--- src/rtl/seg_scan_if.sv ---
// Bus between a multiplexed 4-digit 7-segment driver tap and the scan decoder.
// Pulse outputs are single-cycle strobes with no back-pressure: frame_valid qualifies digits/changed for that cycle only.
interface seg_scan_if;
  logic [3:0]  anode_vec;
  logic [6:0]  cathode_vec;
  logic [15:0] digits;
  logic        frame_valid;
  logic        changed;
  logic        seg_err;
  logic        anode_err;
  logic        stale;

  modport master (
    output anode_vec, cathode_vec,
    input  digits, frame_valid, changed, seg_err, anode_err, stale
  );

  modport slave (
    input  anode_vec, cathode_vec,
    output digits, frame_valid, changed, seg_err, anode_err, stale
  );
endinterface

--- src/rtl/seg_scan_decoder.sv ---
// Recovers the four displayed digits from a scanned, active-low anode/cathode pair:
// debounces each dwell, decodes it into a shadow frame and publishes whole frames only.
module seg_scan_decoder #(
  parameter int unsigned STABLE_CYCLES  = 4,
  parameter int unsigned TIMEOUT_CYCLES = 200000
) (
  input  logic      clk,
  input  logic      rst,
  seg_scan_if.slave bus
);

  localparam logic [3:0]  STAB_MAX = 4'(STABLE_CYCLES);
  localparam logic [19:0] TO_MAX   = 20'(TIMEOUT_CYCLES);

  logic [3:0]  r_anode;
  logic [6:0]  r_cathode;
  logic [3:0]  r_prev_anode;
  logic [6:0]  r_prev_cathode;
  logic [3:0]  r_stab;
  logic        r_acc;
  logic [15:0] r_shadow;
  logic [3:0]  r_seen;
  logic [15:0] r_digits;
  logic        r_frame_valid;
  logic        r_changed;
  logic        r_seg_err;
  logic        r_anode_err;
  logic [19:0] r_to;
  logic        r_stale;

  logic        w_same;
  logic [3:0]  w_cnt;
  logic        w_hit;
  logic [2:0]  w_low_cnt;
  logic        w_accept;
  logic        w_anode_bad;
  logic [3:0]  w_nib;
  logic        w_seg_bad;
  logic        w_frame_done;
  logic [3:0]  w_seen_next;
  logic [15:0] w_shadow_next;
  logic [19:0] w_to_next;

  // w_cnt is the run length including the sample now in r_anode/r_cathode.
  assign w_same = ({r_anode, r_cathode} == {r_prev_anode, r_prev_cathode});
  assign w_cnt  = !w_same ? 4'd1 : ((r_stab >= STAB_MAX) ? STAB_MAX : r_stab + 4'd1);
  // A dwell is handled once; only a change of sample re-arms it.
  assign w_hit  = (w_cnt == STAB_MAX) && !(w_same && r_acc);

  assign w_low_cnt   = {2'b00, ~r_anode[0]} + {2'b00, ~r_anode[1]}
                     + {2'b00, ~r_anode[2]} + {2'b00, ~r_anode[3]};
  assign w_accept    = w_hit && (w_low_cnt == 3'd1);
  assign w_anode_bad = w_hit && (w_low_cnt >= 3'd2);

  always_comb begin
    w_nib     = 4'hE;
    w_seg_bad = 1'b1;
    case (r_cathode)
      7'h40: begin w_nib = 4'h0; w_seg_bad = 1'b0; end
      7'h79: begin w_nib = 4'h1; w_seg_bad = 1'b0; end
      7'h24: begin w_nib = 4'h2; w_seg_bad = 1'b0; end
      7'h30: begin w_nib = 4'h3; w_seg_bad = 1'b0; end
      7'h19: begin w_nib = 4'h4; w_seg_bad = 1'b0; end
      7'h12: begin w_nib = 4'h5; w_seg_bad = 1'b0; end
      7'h02: begin w_nib = 4'h6; w_seg_bad = 1'b0; end
      7'h78: begin w_nib = 4'h7; w_seg_bad = 1'b0; end
      7'h00: begin w_nib = 4'h8; w_seg_bad = 1'b0; end
      7'h10: begin w_nib = 4'h9; w_seg_bad = 1'b0; end
      7'h7F: begin w_nib = 4'hF; w_seg_bad = 1'b0; end
      default: begin w_nib = 4'hE; w_seg_bad = 1'b1; end
    endcase
  end

  // Completion clears seen, but a digit accepted in the same cycle still lands.
  assign w_frame_done = (r_seen == 4'hF);
  assign w_seen_next  = (w_frame_done ? 4'h0 : r_seen) | (w_accept ? ~r_anode : 4'h0);

  always_comb begin
    w_shadow_next = r_shadow;
    if (w_accept) begin
      for (int i = 0; i < 4; i++) begin
        if (!r_anode[i]) w_shadow_next[i*4 +: 4] = w_nib;
      end
    end
  end

  assign w_to_next = w_accept ? 20'd0 : ((r_to == TO_MAX) ? TO_MAX : r_to + 20'd1);

  always_ff @(posedge clk or negedge rst) begin
    if (!rst) begin
      r_anode        <= 4'hF;
      r_cathode      <= 7'h7F;
      r_prev_anode   <= 4'hF;
      r_prev_cathode <= 7'h7F;
      r_stab         <= 4'd0;
      r_acc          <= 1'b0;
      r_shadow       <= 16'hFFFF;
      r_seen         <= 4'h0;
      r_digits       <= 16'hFFFF;
      r_frame_valid  <= 1'b0;
      r_changed      <= 1'b0;
      r_seg_err      <= 1'b0;
      r_anode_err    <= 1'b0;
      r_to           <= 20'd0;
      r_stale        <= 1'b0;
    end else begin
      r_anode        <= bus.anode_vec;
      r_cathode      <= bus.cathode_vec;
      r_prev_anode   <= r_anode;
      r_prev_cathode <= r_cathode;
      r_stab         <= w_cnt;
      r_acc          <= w_hit || (w_same && r_acc);
      r_shadow       <= w_shadow_next;
      r_seen         <= w_seen_next;
      r_frame_valid  <= w_frame_done;
      r_changed      <= w_frame_done && (r_shadow != r_digits);
      if (w_frame_done) r_digits <= r_shadow;
      r_seg_err      <= w_accept && w_seg_bad;
      r_anode_err    <= w_anode_bad;
      r_to           <= w_to_next;
      // Stale is released only by a published frame, never by a lone digit.
      if (w_frame_done)             r_stale <= 1'b0;
      else if (w_to_next == TO_MAX) r_stale <= 1'b1;
    end
  end

  assign bus.digits      = r_digits;
  assign bus.frame_valid = r_frame_valid;
  assign bus.changed     = r_changed;
  assign bus.seg_err     = r_seg_err;
  assign bus.anode_err   = r_anode_err;
  assign bus.stale       = r_stale;

endmodule
--- src/flat_wrapper.sv ---
// flat-port wrapper written by rule: the top's interface ports become plain ports
module seg_scan_decoder_flat 
#(
  parameter int unsigned STABLE_CYCLES  = 4,
  parameter int unsigned TIMEOUT_CYCLES = 200000
)
  (clk, rst, bus_anode_vec, bus_cathode_vec, bus_digits, bus_frame_valid, bus_changed, bus_seg_err, bus_anode_err, bus_stale);
  seg_scan_if bus_i ();
  input  logic clk;
  input  logic rst;
  input wire logic [$bits(bus_i.anode_vec)-1:0] bus_anode_vec;
  input wire logic [$bits(bus_i.cathode_vec)-1:0] bus_cathode_vec;
  output wire logic [$bits(bus_i.digits)-1:0] bus_digits;
  output wire logic [$bits(bus_i.frame_valid)-1:0] bus_frame_valid;
  output wire logic [$bits(bus_i.changed)-1:0] bus_changed;
  output wire logic [$bits(bus_i.seg_err)-1:0] bus_seg_err;
  output wire logic [$bits(bus_i.anode_err)-1:0] bus_anode_err;
  output wire logic [$bits(bus_i.stale)-1:0] bus_stale;
  assign bus_i.anode_vec = bus_anode_vec;
  assign bus_i.cathode_vec = bus_cathode_vec;
  assign bus_digits = bus_i.digits;
  assign bus_frame_valid = bus_i.frame_valid;
  assign bus_changed = bus_i.changed;
  assign bus_seg_err = bus_i.seg_err;
  assign bus_anode_err = bus_i.anode_err;
  assign bus_stale = bus_i.stale;
  seg_scan_decoder #(.STABLE_CYCLES(STABLE_CYCLES), .TIMEOUT_CYCLES(TIMEOUT_CYCLES)) u_core (.clk(clk), .rst(rst), .bus(bus_i));
endmodule
--- config.mk ---
export PLATFORM = sky130hd
export DESIGN_NAME = seg_scan_decoder_flat
export DESIGN_NICKNAME = d
export VERILOG_FILES = /design/src/rtl/seg_scan_if.sv /design/src/rtl/seg_scan_decoder.sv /design/src/flat_wrapper.sv
export SDC_FILE = /design/constraint.sdc
export NUM_CORES = 1
export LEC_CHECK = 0
export BUFFER_PORTS_ARGS = -buffer_cell sky130_fd_sc_hd__buf_4
export CAP_MARGIN = 10
export CORE_ASPECT_RATIO = 1.4
export CORE_UTILIZATION = 59
export DETAILED_ROUTE_END_ITERATION = 6
export HOLD_SLACK_MARGIN = 0.06
export PLACE_DENSITY = 0.78
export RECOVER_POWER = 100
export SLEW_MARGIN = 5
export SYNTH_ARGS = -nofsm -noshare
export SYNTH_HDL_FRONTEND = slang
export SYNTH_SLANG_ARGS = --single-unit
--- constraint.sdc ---
create_clock -name clk -period 3.4 [get_ports clk]
set_input_delay 0.17 -clock clk [delete_from_list [all_inputs] [get_ports clk]]
set_output_delay 0.17 -clock clk [all_outputs]
set_load 0.02 [all_outputs]
==> metrics.md <==
| Metric | Value |
|---|---|
| Element type at the critical path end | flip-flop |
| Hold path depth | 0 |
| Final min period | 2980 ps |
| Max Freq | 0.335 GHz |
| Mapped Nets | 439 |
| Depth of the CTS H-tree | 3 |
| Worst vdd rail ir drop | between 400 and 500 uV |
| First-pass GRT wire length | 14,500 microns |
| Startpoint class of the critical path | flip-flop |
| Hold endpoint | u_core.r_prev_anode[0] |
| Grt ovf | 0 |
| Setup Viol. Count Final | 0 |
| CP arrival | 3270 ps |
| Number of port buffers | 33 |
| DR DRC count | 0 |
| # rows | 36 |
| Vias | 3,111 |
| Hold crit path type | flip-flop to flip-flop |
| Synth Area per Inst | 10.0 sq um |
| TNS Setup | 0 ps |
| Chip width | roughly 73 microns |
| Filler Cells Inserted | 568 |
| Gr usage total | between 20 and 30% |
| Ys async rst share | 100% |
| Sw power | 0.000558 W |
| Clock root cell | clkbuf_8 |
| RSZ-0062 raised after global routing | no |
| Reg-to-reg slack, setup | between 400 and 500 ps |
| Pin count of the biggest net entering global routing | 89 |
| Placed cells | 534 |
| Post-synthesis cell type count | 58 |
| Antenna Nets Post-Route | 0 |
| Seq cells post-synth | 88 |
| Sequential-to-total area share from yosys stat | 54.0% |
| Fin Hold WS | roughly 390 ps |
| Mapped cell area | 4210 sq um |
| Die Y | 102 microns |
| Clk sinks | 88 |
| Combinational Power Share | a little over 8% |
| N_diodes | 0 |
| Routed WL | 8610 microns |
| Top-Level Pins | 34 |
| Post-synth EDFFs | 0 |
| Vias in the first global route | roughly 3.0k |
| Post_cts resized | 0 |
| Cells along the critical path | inv_1, ha_1, fa_1, inv_1, ha_1, nor2_1, o2111ai_1, nor4_2, buf_4, a41o_1, a31oi_1, o21ai_0 |
| Final Cycle Share | between 80% and 90% |
| P_leak | 2.07 nW |
| Max-slew violation count | 89 |
| CP Data Required Time | about 3700 ps |
| Crit-path max cell delay | 570 ps |
| Total CTS buffers | 9 |
| Failing checks | max-capacitance violations, max-slew violations |
| Max Fanout on Critical Path | 14 |
| Core box area | about 6900 sq um |
| Clk_skew | 11.9 ps |
| Clock transition at path regs | 90 ps |
| Worst relative slew slack | -36.4% |
| Post-Layout Cell Count | 562 |
| Detailed placement HPWL | 5850 microns |
| DR pass1 iterations | 4 |
| Hold_sp | u_core.r_anode[0] |
| Max Cap Viol | 1 |
| Area of the die | 7480 sq um |
| Pwr dens | 447 nW/um^2 |
| Outcome | finished, violations left |
| Initial antenna violation count | 0 |
| Final hold violation count | 0 |
| Worst Tran Pin Value | 2050 ps |
| Worst R2R End | u_core.bus.stale |
| Slowest cell on the critical path | dfstp_1 |
| Area growth syn-to-layout | 14.3% |
| R2R depth | 12 |
| 1st-iter DRT viols | 179 |
| Clock share of power | 37.0% |
| Post-layout nets | 482 |
| Ys flop type | dfstp_2 |
| CTS hold repair buffers | 12 |
| CTS tree | built |
| Critical path type | flip-flop to flip-flop |
| RD Place Congestion | 0.890 |
| R2R Path Start | u_core.r_anode[1] |
| Final WS setup | roughly 420 ps |
| Avg WL per Cell | 15.3 microns |
| Synth warn | 0 |
| Fraction of layout cells with a size suffix above 1 | 18.0% |
| Sequential share of power | 54.8% |
| Cell Int Power | 0.00159 W |
| CTS max path bufs | 2 |
| Worst-Skew Late Latency | about 370 ps |
| Pre-CTS WS | 588 ps |
| Post-CTS Setup Bufs | 0 |
| Post-Synthesis Cells | 419 |
| Net Sw Frac | 26.0% |
| Initial Util | 60.6% |
| Vias per cell | about 5.5 |
[layer usage]
layer  track usage (%)  vias to the layer above  routed length, microns
met1              32.7                     1509                    3610
met3              5.23                       21                     330
met5                 0                        -                       0
met4              10.4                        0                     195
met2              43.2                       80                    4470
li1                  -                     1501                       -
[cell usage in the layout (no fill, tap or decap), types with 11 or more instances in the layout]
cell type,n
dfstp_1,27
inv_1,15
nand2_1,90
xnor2_1,36
dfrtp_1,34
clkbuf_4,11
dlygate4sd3_1,12
o21ai_0,21
dfstp_2,27
nand4_1,15
buf_4,18
nor2_1,41
[logic make-up after synthesis]
family | Yosys count | share of synthesized area [%]
other | 1 | 0.0891
AND/OR/NAND/NOR | 196 | 22.8
adder cells (fa/ha/maj) | 7 | 2.26
XOR/XNOR | 45 | 9.37
multiplexers | 1 | 0.238
AO/OA/AOI/OAI | 50 | 7.73
flip-flops | 88 | 54.0
buffers and inverters | 31 | 3.51
[flip-flops by register name (all words and copies together) (netlist names), 4 cells and up]
register and count:
u_core.r_prev_anode 4, u_core.r_shadow 16, u_core.r_seen 4, u_core.r_stab 4, u_core.r_cathode 7, u_core.bus.digits 16
u_core.r_to 20, u_core.r_anode 4, u_core.r_prev_cathode 7
[power groups by stage]
stage	Combinational (W)	Clock, W	Sequential [W]
after floorplan	0.000153	0	0.00116
after global placement	0.000166	0	0.00120
after detailed placement	0.000169	0	0.00120
after CTS	0.000180	0.000811	0.00118
after global routing	0.000203	0.000857	0.00119
final	0.000178	0.000796	0.00118
[synthesized netlist by cell type (2+ instances only)]
cell type / instances / area share, %
a2111oi_0: 2 / 0.42
a21oi_1: 4 / 0.48
a31oi_1: 5 / 0.74
and2_1: 2 / 0.30
and3_1: 3 / 0.45
and3_2: 2 / 0.36
and4_1: 3 / 0.62
buf_2: 4 / 0.48
buf_4: 3 / 0.54
buf_6: 2 / 0.54
clkbuf_1: 6 / 0.54
dfrtp_1: 34 / 20
dfstp_2: 54 / 34
ha_1: 6 / 1.8
inv_1: 15 / 1.3
nand2_1: 88 / 7.9
nand2_2: 2 / 0.30
nand3_1: 7 / 0.83
nand4_1: 15 / 2.2
nand4b_1: 2 / 0.42
nor2_1: 41 / 3.7
nor2b_1: 2 / 0.30
nor3_1: 6 / 0.71
nor3b_1: 2 / 0.36
nor4_1: 8 / 1.2
nor4_2: 2 / 0.59
nor4bb_1: 2 / 0.48
o2111ai_1: 2 / 0.42
o21ai_0: 10 / 1.2
o21ai_1: 12 / 1.4
o22ai_1: 3 / 0.45
xnor2_1: 36 / 7.5
xor2_1: 9 / 1.9
[worst max-delay path by stage]
stage	slack [ps]	from	cells after the start	end
after CTS	550	u_core.r_anode[1]	11	u_core.r_shadow[0]
final	420	u_core.r_anode[1]	12	u_core.bus.stale
after global placement	710	u_core.r_anode[0]	12	u_core.bus.stale
after global routing	190	u_core.r_anode[0]	12	u_core.bus.stale
after floorplan	750	u_core.r_anode[0]	12	u_core.r_shadow[10]
after detailed placement	590	u_core.r_anode[0]	12	u_core.bus.stale
[critical path: cells and delay by family (launching register included)]
family | cells | cell delay [ps]
adders and majority gates | 3 | 910
buffers and inverters | 3 | 380
DFF | 1 | 570
and+or+nand+nor | 2 | 310
AOI/OAI and AO/OA | 4 | 740
[area by class of cell]
cell class / instances / area, sq um / area share [%]
clock buffers: 11 / 163 / 3.38
clock inverters: 5 / 58.8 / 1.22
well taps: 95 / 119 / 2.47
inverters: 16 / 60.1 / 1.25
flip-flops and latches: 88 / 2270 / 47.2
repair buffers: 47 / 362 / 7.52
multi-input cells: 300 / 1780 / 37.0
[metrics by stage]
step	power [W]	util (%)	instance area, sq um
floorplan	0.00131	-	4210
global placement	0.00136	64.9	4500
detailed placement	0.00137	64.9	4500
CTS	0.00217	69.8	4840
global route	0.00225	69.3	4810
finish	0.00215	69.3	4810
(Power assumes the default switching activity.)
